File: src/rtl/rtc_bus_sequencer_if.sv
// rtc_bus_sequencer_if: request/status side and byte-mux/strobe side of the RTC bus sequencer
interface rtc_bus_sequencer_if;
    logic       req;
    logic       rw;
    logic [7:0] wr_byte;
    logic [7:0] ad_in;
    logic       busy;
    logic       done;
    logic [7:0] rd_data;
    logic       err;
    logic       sel_addr;
    logic       sel_data;
    logic       ad_oe;
    logic       cs_n;
    logic       ale;
    logic       rd_n;
    logic       wr_n;

    modport master (
        output req, rw, wr_byte, ad_in,
        input  busy, done, rd_data, err, sel_addr, sel_data, ad_oe, cs_n, ale, rd_n, wr_n
    );

    modport slave (
        input  req, rw, wr_byte, ad_in,
        output busy, done, rd_data, err, sel_addr, sel_data, ad_oe, cs_n, ale, rd_n, wr_n
    );
endinterface

File: src/rtl/rtc_bus_sequencer.sv
// rtc_bus_sequencer: one read/write transaction on the RTC multiplexed bus; RTC_RDBACK_EN adds write readback
module rtc_bus_sequencer #(
    parameter int T_PHASE = 4,
    parameter int CW      = 4
) (
    input logic clk,
    input logic reset,
    rtc_bus_sequencer_if.slave bus
);
`ifdef RTC_RDBACK_EN
    localparam bit RB = 1'b1;
`else
    localparam bit RB = 1'b0;
`endif
    localparam logic [CW-1:0] LAST = CW'(T_PHASE - 1);

    typedef enum logic [2:0] {S_IDLE, S_ADDR, S_AHOLD, S_WR, S_RD, S_END} state_t;

    state_t          state_q, state_d;
    logic [CW-1:0]   cnt_q, cnt_d;
    logic            rw_q, rw_d;
    logic [7:0]      wb_q, wb_d;
    logic            pass_q, pass_d;
    logic            mism_q;
    logic            again, last, done_d;
    logic            busy_q, done_q, err_q, sel_addr_q, sel_data_q, ad_oe_q, cs_n_q, ale_q, rd_n_q, wr_n_q;
    logic [7:0]      rd_data_q;

    assign last  = cnt_q == LAST;
    // a write's first END is followed by the readback pass when readback is built in
    assign again = RB && !rw_q && !pass_q;

    // next state: phase counter runs 0..T_PHASE-1 in every non-idle state, then advances
    always_comb begin
        state_d = state_q;
        cnt_d   = cnt_q;
        rw_d    = rw_q;
        wb_d    = wb_q;
        pass_d  = pass_q;
        if (state_q == S_IDLE) begin
            cnt_d  = '0;
            pass_d = 1'b0;
            if (bus.req) begin
                state_d = S_ADDR;
                rw_d    = bus.rw;
                wb_d    = bus.wr_byte;
            end
        end else if (last) begin
            cnt_d = '0;
            case (state_q)
                S_ADDR:  state_d = S_AHOLD;
                S_AHOLD: state_d = (rw_q || pass_q) ? S_RD : S_WR;
                S_WR:    state_d = S_END;
                S_RD:    state_d = S_END;
                default: begin
                    state_d = again ? S_ADDR : S_IDLE;
                    pass_d  = again;
                end
            endcase
        end else begin
            cnt_d = cnt_q + 1'b1;
        end
        done_d = state_d == S_END && cnt_d == LAST && !(RB && !rw_q && !pass_d);
    end

    // state, latched request and registered outputs decoded from the next state
    always_ff @(posedge clk) begin
        if (reset) begin
            state_q    <= S_IDLE;
            cnt_q      <= '0;
            rw_q       <= 1'b0;
            wb_q       <= 8'h00;
            pass_q     <= 1'b0;
            mism_q     <= 1'b0;
            busy_q     <= 1'b0;
            done_q     <= 1'b0;
            err_q      <= 1'b0;
            rd_data_q  <= 8'h00;
            sel_addr_q <= 1'b0;
            sel_data_q <= 1'b0;
            ad_oe_q    <= 1'b0;
            cs_n_q     <= 1'b1;
            ale_q      <= 1'b0;
            rd_n_q     <= 1'b1;
            wr_n_q     <= 1'b1;
        end else begin
            state_q    <= state_d;
            cnt_q      <= cnt_d;
            rw_q       <= rw_d;
            wb_q       <= wb_d;
            pass_q     <= pass_d;
            busy_q     <= state_d != S_IDLE;
            done_q     <= done_d;
            sel_addr_q <= state_d == S_ADDR || state_d == S_AHOLD;
            sel_data_q <= state_d == S_WR;
            ad_oe_q    <= state_d == S_ADDR || state_d == S_AHOLD || state_d == S_WR;
            cs_n_q     <= state_d == S_IDLE || state_d == S_END;
            ale_q      <= state_d == S_ADDR;
            rd_n_q     <= state_d != S_RD;
            wr_n_q     <= state_d != S_WR;
            if (state_q == S_RD && last) begin
                if (rw_q)
                    rd_data_q <= bus.ad_in;
                else
                    mism_q <= bus.ad_in != wb_q;
            end
            if (done_d && !rw_q)
                err_q <= RB && mism_q;
        end
    end

    assign bus.busy     = busy_q;
    assign bus.done     = done_q;
    assign bus.err      = RB ? err_q : 1'b0;
    assign bus.rd_data  = rd_data_q;
    assign bus.sel_addr = sel_addr_q;
    assign bus.sel_data = sel_data_q;
    assign bus.ad_oe    = ad_oe_q;
    assign bus.cs_n     = cs_n_q;
    assign bus.ale      = ale_q;
    assign bus.rd_n     = rd_n_q;
    assign bus.wr_n     = wr_n_q;
endmodule

File: src/flat_wrapper.sv
// flat-port wrapper written by rule: the top's interface ports become plain ports
module rtc_bus_sequencer_flat 
#(
    parameter int T_PHASE = 4,
    parameter int CW      = 4
)
  (clk, reset, bus_req, bus_rw, bus_wr_byte, bus_ad_in, bus_busy, bus_done, bus_rd_data, bus_err, bus_sel_addr, bus_sel_data, bus_ad_oe, bus_cs_n, bus_ale, bus_rd_n, bus_wr_n);
  rtc_bus_sequencer_if bus_i ();
  input logic clk;
  input logic reset;
  input wire logic [$bits(bus_i.req)-1:0] bus_req;
  input wire logic [$bits(bus_i.rw)-1:0] bus_rw;
  input wire logic [$bits(bus_i.wr_byte)-1:0] bus_wr_byte;
  input wire logic [$bits(bus_i.ad_in)-1:0] bus_ad_in;
  output wire logic [$bits(bus_i.busy)-1:0] bus_busy;
  output wire logic [$bits(bus_i.done)-1:0] bus_done;
  output wire logic [$bits(bus_i.rd_data)-1:0] bus_rd_data;
  output wire logic [$bits(bus_i.err)-1:0] bus_err;
  output wire logic [$bits(bus_i.sel_addr)-1:0] bus_sel_addr;
  output wire logic [$bits(bus_i.sel_data)-1:0] bus_sel_data;
  output wire logic [$bits(bus_i.ad_oe)-1:0] bus_ad_oe;
  output wire logic [$bits(bus_i.cs_n)-1:0] bus_cs_n;
  output wire logic [$bits(bus_i.ale)-1:0] bus_ale;
  output wire logic [$bits(bus_i.rd_n)-1:0] bus_rd_n;
  output wire logic [$bits(bus_i.wr_n)-1:0] bus_wr_n;
  assign bus_i.req = bus_req;
  assign bus_i.rw = bus_rw;
  assign bus_i.wr_byte = bus_wr_byte;
  assign bus_i.ad_in = bus_ad_in;
  assign bus_busy = bus_i.busy;
  assign bus_done = bus_i.done;
  assign bus_rd_data = bus_i.rd_data;
  assign bus_err = bus_i.err;
  assign bus_sel_addr = bus_i.sel_addr;
  assign bus_sel_data = bus_i.sel_data;
  assign bus_ad_oe = bus_i.ad_oe;
  assign bus_cs_n = bus_i.cs_n;
  assign bus_ale = bus_i.ale;
  assign bus_rd_n = bus_i.rd_n;
  assign bus_wr_n = bus_i.wr_n;
  rtc_bus_sequencer #(.T_PHASE(T_PHASE), .CW(CW)) u_core (.clk(clk), .reset(reset), .bus(bus_i));
endmodule
File: config.mk
export PLATFORM = sky130hd
export DESIGN_NAME = rtc_bus_sequencer_flat
export DESIGN_NICKNAME = d
export VERILOG_FILES = /design/src/rtl/rtc_bus_sequencer_if.sv /design/src/rtl/rtc_bus_sequencer.sv /design/src/flat_wrapper.sv
export SDC_FILE = /design/constraint.sdc
export NUM_CORES = 1
export LEC_CHECK = 0
export CORE_ASPECT_RATIO = 0.75
export CORE_UTILIZATION = 49
export CTS_BUF_LIST = sky130_fd_sc_hd__clkbuf_4 sky130_fd_sc_hd__clkbuf_8
export DETAILED_ROUTE_END_ITERATION = 10
export PLACE_DENSITY_LB_ADDON = 0.12
export SETUP_SLACK_MARGIN = 0.1
export SLEW_MARGIN = 20
export SYNTH_ARGS = -nofsm -noshare
export SYNTH_HDL_FRONTEND = slang
export SYNTH_SLANG_ARGS = --single-unit
File: constraint.sdc
create_clock -name clk -period 3.5 [get_ports clk]
set_input_delay 1.05 -clock clk [delete_from_list [all_inputs] [get_ports clk]]
set_output_delay 1.05 -clock clk [all_outputs]
set_load 0.05 [all_outputs]
Word-level counts from Yosys, hierarchy flattened
Cells that the tools add are included.
Operators by class
  add/subtract/negate cells: 1
  reductions and logical operators: 11
  equal/unequal tests: 12
  muxes and demuxes: 7
Operators by type and width (number)
  $eq 3x2->1 const B: 4
  $mux 3: 4
  $pmux 3 s3: 1
  $eq 4x2->1 const B: 2
  $mux 4: 2
  $eq 3x1->1 const B: 2
  $eq 3x3->1 const B: 2
  $logic_not 3->1: 2
  $add 4x1->4 const B: 1
  $reduce_and 2->1: 2
  $logic_or 1x1->1: 3
  $ne 3x2->1 const B: 1
  $ne 3x3->1 const B: 1
  $reduce_bool 3->1: 1
  $logic_and 1x1->1: 2
  $reduce_or 2->1: 1
Storage, ports and cells
  logic and storage cells: 44
  bits of input ports: 20
  register bits: 25
  output and inout port bits: 18

Depth between registers and ports, before layout
  depth in word-level cells: 8
  gate-level depth with buffers: 7

Worst setup path after synthesis
OpenSTA, ideal clock, no wires.
  path type: reg-to-reg
  from: register u_core.cnt_q[0]
  to: register u_core.cs_n_q, in the netlist u_core.bus.cs_n
  clock period less this slack: 1816 ps
  buffers on the path: 1
  stages on the path, launching flop included: 8
  slack: 1684 ps
  setup time: 114 ps
  arrival time: 1702 ps
  cell sequence: dfxtp_1 -> ha_1 -> or3b_1 -> buf_6 -> mux2_4 -> a22oi_4 -> nand2_1 -> a21o_1
On the way
  cells in the longest elaborated chain, start to end: 5
  elaborated cells on any way between the ends: 6
  those cells by class: eq/ne (2); mux (2); reduce/logical (2)
RTL lines
  from (decl): RTL line rtc_bus_sequencer.sv:20  | logic [CW-1:0] cnt_q, cnt_d;
  from (signal assigned): RTL line rtc_bus_sequencer.sv:88  | cnt_q <= cnt_d;
  $eq 4x2->1 (*): RTL line rtc_bus_sequencer.sv:29  | assign last = cnt_q == LAST;
  $mux 3 (*): RTL line rtc_bus_sequencer.sv:48  | end else if (last) begin
  $mux 3 (*): RTL line rtc_bus_sequencer.sv:40  | if (state_q == S_IDLE) begin
  $eq 3x3->1 or $logic_not 3->1 (tied branches): RTL line rtc_bus_sequencer.sv:97  | cs_n_q <= state_d == S_IDLE || state_d == S_END;
  $logic_or 1x1->1 (*): RTL line rtc_bus_sequencer.sv:97
  to (signal assigned): RTL line rtc_bus_sequencer.sv:82  | cs_n_q <= 1'b1;
  to (signal assigned): RTL line rtc_bus_sequencer.sv:97
  to (decl): RTL line rtc_bus_sequencer.sv:26  | logic busy_q, done_q, err_q, sel_addr_q, sel_data_q, ad_oe_q, cs_n_q, ale_q, rd_n_q, wr_n_q;
Every way passes the cells marked *; elsewhere a longest branch is shown, timed or not.
A chain may end at the register's enable or synchronous reset.

Worst setup path in the final report
  from: register u_core.rd_data_q[0], in the netlist u_core.bus.rd_data[0]
  to: output port bus_rd_data[0]
RTL lines
  from (decl): RTL line rtc_bus_sequencer.sv:27  | logic [7:0] rd_data_q;
  from (signal assigned): RTL line rtc_bus_sequencer.sv:103  | rd_data_q <= bus.ad_in;
  to (decl): RTL line flat_wrapper.sv:17  | output wire logic [$bits(bus_i.rd_data)-1:0] bus_rd_data;
No word-level cell between the ends.

==> impl_metrics.json <==
{
  "status": "complete, no violations",
  "hold_viol_final": 0,
  "cts_setup_buffers": 0,
  "p_clk_share_pct": 25.5,
  "setup_tns_ps": 0,
  "insertedDiodeCount": 0,
  "grt_overflow": 0,
  "synth_top_area_share_pct": 47.5,
  "cts_buffers": 3,
  "slowest_delay_ps": 810,
  "ys.flop_type": "dfxtp_1",
  "drv_cap": 0,
  "worst-path-buf-inv": 1,
  "rows": 14,
  "fp.dieH_um": 42.2,
  "cp.arrival_ps": 1480,
  "cell_internal_pwr_mw": 0.365,
  "synth.avg_cell_area_um2": 9.32,
  "max-slew-margin-rel_pct": 63.5,
  "grt_max_degree": 16,
  "clkTransAtPathRegs_ps": 130,
  "vias": 891,
  "skew_ps": 5.32,
  "min_period_over_period_pct": 72.4,
  "dieArea_um2": 2340,
  "fin_ws_ps": 966,
  "ctsHoldBuffers": 0,
  "yosysSeqAreaShare_pct": 47.5,
  "antenna_found_initial": 0,
  "holdCritStartpoint": "u_core.bus.rd_data[7]",
  "wl_per_cell_um": 13.2,
  "drt-pass1-iter-count": 4,
  "regArea_um2": 500,
  "place_ws_ps": 1120,
  "fillers": 170,
  "setup.worst_path.end_class": "primary output",
  "critPathSlowestCell": "clkdlybuf4s50_1",
  "synth-edff-count": 0,
  "postRouteAntennaNets": 0,
  "cts_root_buffer": "clkbuf_4",
  "worst_pin_slew_ps": 540,
  "grt_pass1_wl_um": 3730,
  "reg2reg_depth": 5,
  "seq_power_share_pct": 60.4,
  "nNetsFinal": 162,
  "synth_area_leaders": "dfxtp_1 (48%), mux2i_1 (8.6%), nor2_1 (5.7%)",
  "reg2reg_to": "u_core.bus.cs_n",
  "p_per_area_nw_per_um2": 361,
  "ys_ff_latch": 25,
  "initial_utilization_pct": 52.3,
  "clk_path_buf_depth": 2,
  "totalWireLength_um": 2170,
  "cp_max_fo": 2,
  "synth_nets": 134,
  "ir_worst_vdd_mv": 0.340,
  "initialDrtViolationCount": 22,
  "reg2reg_slack_ps": 1460,
  "slew_viol_final": 0,
  "cp.required_ps": 2450,
  "fp.coreArea_um2": 2010,
  "setup_viol": 0,
  "worstSetupPathType": "reg -> out",
  "place.gp.congestion": 0.877,
  "area_delta_synth_final_pct": 30.2,
  "switchingPower_mw": 0.129,
  "switching_share_pct": 26.1,
  "ys_warn_count": 0,
  "boundaryPins": 38,
  "grt_pass1_vias": 799,
  "hp-class": "reg -> reg",
  "grt_use_total_pct": 20.8,
  "post-route-min-period_ps": 2530,
  "comb_power_share_pct": 14.1,
  "hold_end": "u_core.bus.rd_data[7]",
  "hpwl_um": 1610,
  "syn-cell-area_um2": 1050,
  "synth.most_common_cell": "dfxtp_1",
  "hold_depth": 2,
  "cp_cell_sequence": "clkdlybuf4s50_1",
  "cts_tree": "built",
  "cp_top_family": "buffers and inverters",
  "clock.fmax_mhz": 395,
  "cts_resized": 0,
  "clock_sinks": 25,
  "netlist_top_cells_count": "dfxtp_1 (25), nor2_1 (16), mux2i_1 (9)",
  "rsz0062_at_grt": "no",
  "synthCells": 113,
  "startpoint_type": "register",
  "p_leak_nw": 0.561,
  "die_x_um": 55.5,
  "h-tree-depth": 1,
  "multi_input_area_um2": 508,
  "viasPerCell": 5.43,
  "clock_latency_ps": 310,
  "post_route_cells_drive_above_1_share_pct": 7.86,
  "drc_errors": 0,
  "r2r-start": "u_core.cnt_q[0]",
  "design_power_total_mw": 0.495,
  "synth.largest_area_cell": "dfxtp_1",
  "synth.distinct_cells": 35,
  "io_buffer_count": 28,
  "ys_async_sr_fraction_pct": 0
}
## state kept, by name, indices dropped and copies added (netlist names)
signal,count
u_core.bus.done,1
u_core.bus.cs_n,1
u_core.bus.busy,1
u_core.bus.sel_addr,1
u_core.cnt_q,4
u_core.rw_q,1
u_core.bus.ad_oe,1
u_core.bus.sel_data,1
u_core.bus.rd_n,1
u_core.state_q,3
u_core.bus.rd_data,8
u_core.bus.ale,1
u_core.bus.wr_n,1
## metal layers
| layer | track usage, % | up-vias | share of wire [%] | wire, µm |
|---|---|---|---|---|
| li1 | - | 442 | - | - |
| met1 | 28.3 | 422 | 50 | 1090 |
| met2 | 32.3 | 25 | 44 | 951 |
| met3 | 7.10 | 2 | 5.0 | 109 |
| met4 | 4.50 | 0 | 0.60 | 13 |
| met5 | 0 | - | 0 | 0 |
## worst min-delay path, delay by kind of cell (launching register included)
family / cells / cell delay, ps
flops: 1 / 350
mux: 1 / 70
simple gates: 1 / 70
## cells in the final DEF (no fill, tap or decap), types with 2 or more instances in the layout
cell,netlist,layout
clkdlybuf4s50_1,0,28
dfxtp_1,25,25
nor2_1,16,16
mux2i_1,9,9
nand2_1,8,8
nor3_1,7,7
o21ai_0,6,6
a21oi_1,5,5
clkbuf_4,0,3
inv_1,2,2
a211oi_1,2,2
nand2b_1,2,2
a21o_1,2,2
xor2_1,2,2
buf_4,1,2
## stage by stage
step	instance area, µm²	instances	util [%]	hold slack [ps]
after global placement	1340	160	66.6	475
after detailed placement	1340	160	66.6	488
after CTS	1370	164	68.1	513
final	1370	164	68.1	514
after global routing	1370	164	68.1	553
after floorplan	1050	113	-	451
## layout make-up
class,instances,share of cell area [%]
Timing Repair Buffer,30,21.5
Multi-Input combinational cell,79,37.0
Clock buffer,3,1.64
Sequential cell,25,36.5
Tap cell,24,2.19
Clock inverter,1,0.547
Inverter,2,0.547
## worst max-delay path by stage
stage	to	startpoint	slack (ps)	cells after the start
floorplan	u_core.bus.cs_n	u_core.cnt_q[0]	1680	7
global placement	u_core.bus.cs_n	bus_req	1140	6
detailed placement	u_core.bus.cs_n	bus_req	1120	6
CTS	bus_rd_data[0]	u_core.bus.rd_data[0]	940	1
global route	bus_rd_data[2]	u_core.bus.rd_data[2]	900	1
finish	bus_rd_data[0]	u_core.bus.rd_data[0]	970	1
## cell families (layout without fill, tap and decap cells)
logic type	after synthesis	after routing	share of synthesized area (%)
other cells	1	1	0.356
simple gates	44	44	21.3
buf+inv	9	36	4.28
xor+xnor	2	2	1.66
flops	25	25	47.5
mux	10	10	9.98
fa+ha+maj	1	1	1.19
compound gates	21	21	13.8
## power by group through the flow
stage	sequential [mW]	combinational, mW	clock (mW)
floorplan	0.318	0.0303	0
global placement	0.305	0.0690	0
detailed placement	0.305	0.0695	0
CTS	0.299	0.0699	0.134
global route	0.300	0.0750	0.146
finish	0.299	0.0698	0.126
Power figures use the tool's default switching activity.
